### config.mk
export PLATFORM = sky130hd
export DESIGN_NAME = amber_wb_timer_slave
export DESIGN_NICKNAME = d
export VERILOG_FILES = /design/src/rtl/amber_wb_timer_slave.sv
export SDC_FILE = /design/constraint.sdc
export NUM_CORES = 1
export LEC_CHECK = 0
export CAP_MARGIN = 20
export CELL_PAD_IN_SITES_DETAIL_PLACEMENT = 1
export CELL_PAD_IN_SITES_GLOBAL_PLACEMENT = 2
export CORE_UTILIZATION = 25
export CTS_BUF_LIST = sky130_fd_sc_hd__clkbuf_2 sky130_fd_sc_hd__clkbuf_4 sky130_fd_sc_hd__clkbuf_8
export DETAILED_ROUTE_END_ITERATION = 8
export PLACE_DENSITY = 0.77
export SYNTH_ARGS = -nofsm -noshare
export SYNTH_HDL_FRONTEND = slang
export SYNTH_SLANG_ARGS = --single-unit
### constraint.sdc
create_clock -name i_clk -period 2.64 [get_ports i_clk]
set_input_delay 0.528 -clock i_clk [delete_from_list [all_inputs] [get_ports i_clk]]
set_output_delay 0.528 -clock i_clk [all_outputs]
set_load 0.02 [all_outputs]
### src/rtl/amber_wb_timer_slave.sv
// Wishbone B3 classic register slave: timer0/timer1 counters, UART char and test-out registers.
// Latency: ack/err one cycle after a sampled request; read data registered alongside ack.
// Backpressure: none; each access takes two cycles because ack/err masks the next request.
module amber_wb_timer_slave #(
  parameter logic [31:0] BASE_ADR = 32'h2000_0000,
  parameter int          TIMER_W  = 32
) (
  input  logic        i_clk,
  input  logic        i_rst_n,
  input  logic [31:0] i_wb_adr,
  input  logic [3:0]  i_wb_sel,
  input  logic        i_wb_we,
  input  logic [31:0] i_wb_dat,
  output logic [31:0] o_wb_dat,
  input  logic        i_wb_cyc,
  input  logic        i_wb_stb,
  output logic        o_wb_ack,
  output logic        o_wb_err,
  output logic        o_irq,
  output logic [31:0] timer0_count,
  output logic [31:0] timer1_count,
  output logic [31:0] timer1_match,
  output logic [31:0] timer_control,
  output logic [31:0] timer_status,
  output logic [7:0]  uart_char,
  output logic        uart_char_strobe,
  output logic [31:0] test_out,
  output logic        test_out_strobe
);

  localparam logic [7:0] OFF_T0    = 8'h00;
  localparam logic [7:0] OFF_T1    = 8'h04;
  localparam logic [7:0] OFF_MATCH = 8'h08;
  localparam logic [7:0] OFF_CTRL  = 8'h0C;
  localparam logic [7:0] OFF_STAT  = 8'h10;
  localparam logic [7:0] OFF_UART  = 8'h14;
  localparam logic [7:0] OFF_TEST  = 8'h18;

  logic [TIMER_W-1:0] t0;
  logic [TIMER_W-1:0] t1;
  logic               stat0;
  logic               req;
  logic               hit;
  logic               adr_ok;
  logic               wr;
  logic               rd;
  logic [7:0]         off;
  logic [31:0]        rd_val;
  logic               wr_t1;
  logic               t1_hit;
  logic               stat_clr;

  // Byte-lane merge of write data over the current register value.
  function automatic logic [31:0] merge(input logic [31:0] old, input logic [31:0] dat,
                                        input logic [3:0] sel);
    logic [31:0] res;
    for (int b = 0; b < 4; b++) begin
      res[8*b +: 8] = sel[b] ? dat[8*b +: 8] : old[8*b +: 8];
    end
    return res;
  endfunction

  // A new request is only taken when no termination is being driven this cycle.
  assign req = i_wb_cyc & i_wb_stb & ~(o_wb_ack | o_wb_err);
  assign off = i_wb_adr[7:0];

  // Offset decode and read mux, sampling register values before this edge's updates.
  always_comb begin
    hit    = 1'b0;
    rd_val = 32'h0;
    case (off)
      OFF_T0:    begin hit = 1'b1; rd_val = 32'(t0); end
      OFF_T1:    begin hit = 1'b1; rd_val = 32'(t1); end
      OFF_MATCH: begin hit = 1'b1; rd_val = timer1_match; end
      OFF_CTRL:  begin hit = 1'b1; rd_val = timer_control; end
      OFF_STAT:  begin hit = 1'b1; rd_val = {31'h0, stat0}; end
      OFF_UART:  begin hit = 1'b1; rd_val = 32'h0; end
      OFF_TEST:  begin hit = 1'b1; rd_val = test_out; end
      default:   begin hit = 1'b0; rd_val = 32'h0; end
    endcase
  end

  assign adr_ok   = (i_wb_adr[31:8] == BASE_ADR[31:8]) && (i_wb_adr[1:0] == 2'b00) && hit;
  assign wr       = req & adr_ok & i_wb_we;
  assign rd       = req & adr_ok & ~i_wb_we;
  assign wr_t1    = wr && (off == OFF_T1);
  assign stat_clr = wr && (off == OFF_STAT) && i_wb_sel[0] && i_wb_dat[0];
  // A bus write to T1_COUNT pre-empts the match reload, so no status set that cycle.
  assign t1_hit   = timer_control[1] && !wr_t1 && (32'(t1) == timer1_match);

  // Bus termination: ack for decoded accesses, err otherwise; read data only alongside ack.
  always_ff @(posedge i_clk) begin
    if (!i_rst_n) begin
      o_wb_ack <= 1'b0;
      o_wb_err <= 1'b0;
      o_wb_dat <= 32'h0;
    end else begin
      o_wb_ack <= req & adr_ok;
      o_wb_err <= req & ~adr_ok;
      o_wb_dat <= rd ? rd_val : 32'h0;
    end
  end

  // Free-running timer0, wraps naturally at 2^TIMER_W.
  always_ff @(posedge i_clk) begin
    if (!i_rst_n) begin
      t0 <= '0;
    end else if (timer_control[0]) begin
      t0 <= t0 + TIMER_W'(1);
    end
  end

  // timer1 match counter and sticky status; a match set beats a same-cycle clear.
  always_ff @(posedge i_clk) begin
    if (!i_rst_n) begin
      t1    <= '0;
      stat0 <= 1'b0;
    end else begin
      if (wr_t1) begin
        t1 <= TIMER_W'(merge(32'(t1), i_wb_dat, i_wb_sel));
      end else if (timer_control[1]) begin
        t1 <= t1_hit ? '0 : t1 + TIMER_W'(1);
      end
      if (t1_hit) begin
        stat0 <= 1'b1;
      end else if (stat_clr) begin
        stat0 <= 1'b0;
      end
    end
  end

  // Configuration / output registers and their one-cycle write strobes.
  always_ff @(posedge i_clk) begin
    if (!i_rst_n) begin
      timer1_match     <= 32'h0;
      timer_control    <= 32'h0;
      test_out         <= 32'h0;
      uart_char        <= 8'h0;
      uart_char_strobe <= 1'b0;
      test_out_strobe  <= 1'b0;
    end else begin
      uart_char_strobe <= 1'b0;
      test_out_strobe  <= 1'b0;
      if (wr) begin
        case (off)
          OFF_MATCH: timer1_match  <= merge(timer1_match, i_wb_dat, i_wb_sel);
          OFF_CTRL:  timer_control <= merge(timer_control, i_wb_dat, i_wb_sel);
          OFF_TEST: begin
            test_out        <= merge(test_out, i_wb_dat, i_wb_sel);
            test_out_strobe <= 1'b1;
          end
          OFF_UART: begin
            if (i_wb_sel[0]) begin
              uart_char        <= i_wb_dat[7:0];
              uart_char_strobe <= 1'b1;
            end
          end
          default: ;
        endcase
      end
    end
  end

  assign timer0_count = 32'(t0);
  assign timer1_count = 32'(t1);
  assign timer_status = {31'h0, stat0};
  assign o_irq        = stat0 & timer_control[2];

endmodule

==> impl_metrics.tcl <==
set metrics [dict create \
    areaGrowthSynthToFinish_pct 52.1 \
    yosysTopAreaCell "dfxtp_1" \
    post_drt_wl_per_cell_microns 21.8 \
    synth_top_flop_cell "dfxtp_1" \
    synth_edf_count 0 \
    synth_top_area_share 0.407 \
    avgSynthCellArea_sq_um 8.35 \
    crit_path_end_kind "flip-flop" \
    multi_input_area_sq_um 5500 \
    wl_met2_microns 22200 \
    synth-seq-cells 205 \
    insertion_delay_ns 0.56 \
    clk_pin_slew_ns 0.06 \
    syn_inst 1208 \
    setup_violations 0 \
    drv_cap 0 \
    status "finished clean" \
    rsz0062_at_grt "yes" \
    clockBufferDepth 3 \
    critPathLaunch "i_wb_adr[7]" \
    hold_violations 0 \
    grt_pass1_wl_microns 70300 \
    peakVddDrop_mv 0.213 \
    detail_route.first_pass.iterations 5 \
    met1_length_microns 20900 \
    nNetsFinal 1661 \
    crit_type "in -> reg" \
    hold_class "reg -> reg" \
    crit_path_max_fanout 6 \
    fin_crit_ns 2.58 \
    die_w_microns 203 \
    layout_commonest_cell "clkdlybuf4s50_1" \
    diodes 0 \
    yosys_warnings 0 \
    cts.sink_count 205 \
    top_layer "met4" \
    worstMarginPinSlew_ns 0.739 \
    cts_htree_levels 2 \
    slew_headroom 0.508 \
    synthDistinctLibCells 63 \
    start_util 0.254 \
    cts_buffers 41 \
    total_power_w 0.00705 \
    p_leak_nw 5.91 \
    routed-wl-met3_microns 2430 \
    clock-root-buffer "clkbuf_8" \
    drcViolationCount 0 \
    r2r_start "timer1_match[7]$_SDFFE_PN0P_" \
    final_cell_mix "clkdlybuf4s50_1 (276), dfxtp_1 (205), nand2_1 (175)" \
    grt_pass1_vias 11100 \
    grt_max_degree 54 \
    ant_nets 0 \
    core_area_sq_um 39700 \
    io_pins 310 \
    viasPerCell 4.97 \
    antenna_found_initial 0 \
    nFillCells 4615 \
    drt_iter0_markers 563 \
    num_vias 10600 \
    fmax_mhz 387 \
    power.density_nw_per_um2 460 \
    timing_max_transition_violations_final 0 \
    syn_area_sq_um 10100 \
    post-route-period-util 0.978 \
    required_ns 3.11 \
    gp_congestion 0.852 \
    grt_overflow 0 \
    dpl.hpwl_microns 35500 \
    synth-seq-area-share 0.407 \
    die-area_sq_um 41100 \
    cts_tree "built" \
    start_kind "input pin" \
    seqCellArea_sq_um 4100 \
    clock-skew-final_ns 0.0185 \
    ys_async_sr_fraction 0 \
    portBuffers 278 \
    worst_ep_arrival_time_ns 3.05 \
    min-delay-start "test_out[23]$_SDFFE_PN0P_" \
    die_h_microns 203 \
    layout-drive-gt1-share 0.154 \
    wirelength_microns 46600 \
    yosys-top-cells-area "dfxtp_1 (41%), mux2i_1 (9.0%), nand2_1 (6.5%)" \
    finalWorstSetupSlack_ns 0.0572 \
    fp-row-count 73 \
    track_usage 0.224 \
    dp_slack_ns -0.611 \
]
==> per-layer routing <==
metal  GRT usage  up-vias
met5           0        -
met4      0.0631        0
met3      0.0395       73
met2       0.380      332
met1       0.290     5247
li1            -     4981
==> final timing paths <==
check,depth (start not counted),to,slack [ns]
min reg2reg,2,test_out[23]$_SDFFE_PN0P_,0.47
min,2,test_out[23]$_SDFFE_PN0P_,0.47
max reg2reg,7,timer1_count[1]$_SDFFE_PN0P_,0.25
max,10,timer1_count[6]$_SDFFE_PN0P_,0.06
==> worst max-delay path, stage by stage <==
cell	delay (ns)
clkdlybuf4s50_1	0.44
nor4_4	0.30
or4b_4	0.53
buf_4	0.20
o41ai_4	0.27
buf_4	0.20
a21boi_1	0.18
buf_4	0.18
a31oi_1	0.05
o22ai_1	0.16
==> cells by family after synthesis <==
group,count (synthesis),synth area share
AOI/OAI and AO/OA,218,0.141
xor gates and xnor gates,73,0.0634
buffers and inverters,133,0.0646
adders and majority gates,2,0.00248
DFF,205,0.407
and+or+nand+nor,484,0.229
other,1,0.000372
muxes,92,0.0914
==> power by group <==
part | internal (W) | switching [W] | total [W]
Combinational | 0.000148 | 0.000229 | 0.000377
Sequential | 0.00310 | 0.000000464 | 0.00310
Clock | 0.00211 | 0.00147 | 0.00358
==> metrics by stage <==
step,util,cell area (sq um),instances,hold slack (ns),TNS [ns]
6_report,0.386,15300,2139,0.472,0
5_1_grt,0.386,15300,2139,0.492,-0.0116
4_1_cts,0.385,15300,2138,0.474,-0.00924
3_5_place_dp,0.362,14400,2063,0.467,-50.61
3_3_place_gp,0.362,14400,2063,0.456,-49.80
2_1_floorplan,-,10200,1238,0.475,-0.0108
==> flip-flops by register name, summed over array words and instances, names as in the netlist <==
signal,cells
uart_char_strobe,1
stat0,1
o_wb_ack,1
o_wb_dat,32
test_out,32
timer0_count,32
uart_char,8
timer1_count,32
o_wb_err,1
test_out_strobe,1
timer1_match,32
timer_control,32
==> final cells by class <==
cell class,count,share of cell area
flip-flops and latches,205,0.267
repair buffers,425,0.270
multi-input cells,900,0.358
inverters,13,0.00334
clock buffers,71,0.0584
well taps,525,0.0428
==> cell usage after synthesis, types with 2 or more instances <==
cell type / number
dfxtp_1: 205
nand2_1: 175
nor2_1: 131
mux2i_1: 91
a21oi_1: 76
clkbuf_1: 65
o21ai_0: 48
xnor2_1: 48
nand3_1: 38
buf_4: 36
a222oi_1: 31
nand4_1: 30
xor2_1: 25
and3_1: 21
nor4_1: 18
nor3_1: 16
a31oi_1: 12
inv_1: 12
and2_1: 10
buf_1: 10
and4_1: 9
buf_2: 8
o22ai_1: 8
nand3_2: 7
o21ai_1: 7
or3_1: 6
a32oi_1: 5
o2111ai_1: 4
o31ai_1: 4
or4_1: 4
nand2b_1: 3
nor3b_1: 3
o31a_1: 3
a211oi_1: 2
a21boi_1: 2
a21o_1: 2
a22oi_1: 2
a31o_2: 2
ha_1: 2
nor2b_1: 2
nor4_4: 2
o21ai_2: 2
==> what timing repair did <==
item / CTS / global route
pin swaps: 2 / 3
setup buffers: 4 / 1
gates cloned: 0 / 0
gates resized for setup: 2 / 6
hold buffers: 0 / 0
endpoints found under the setup margin: 5 / 28
Power figures use the tool's default switching activity.
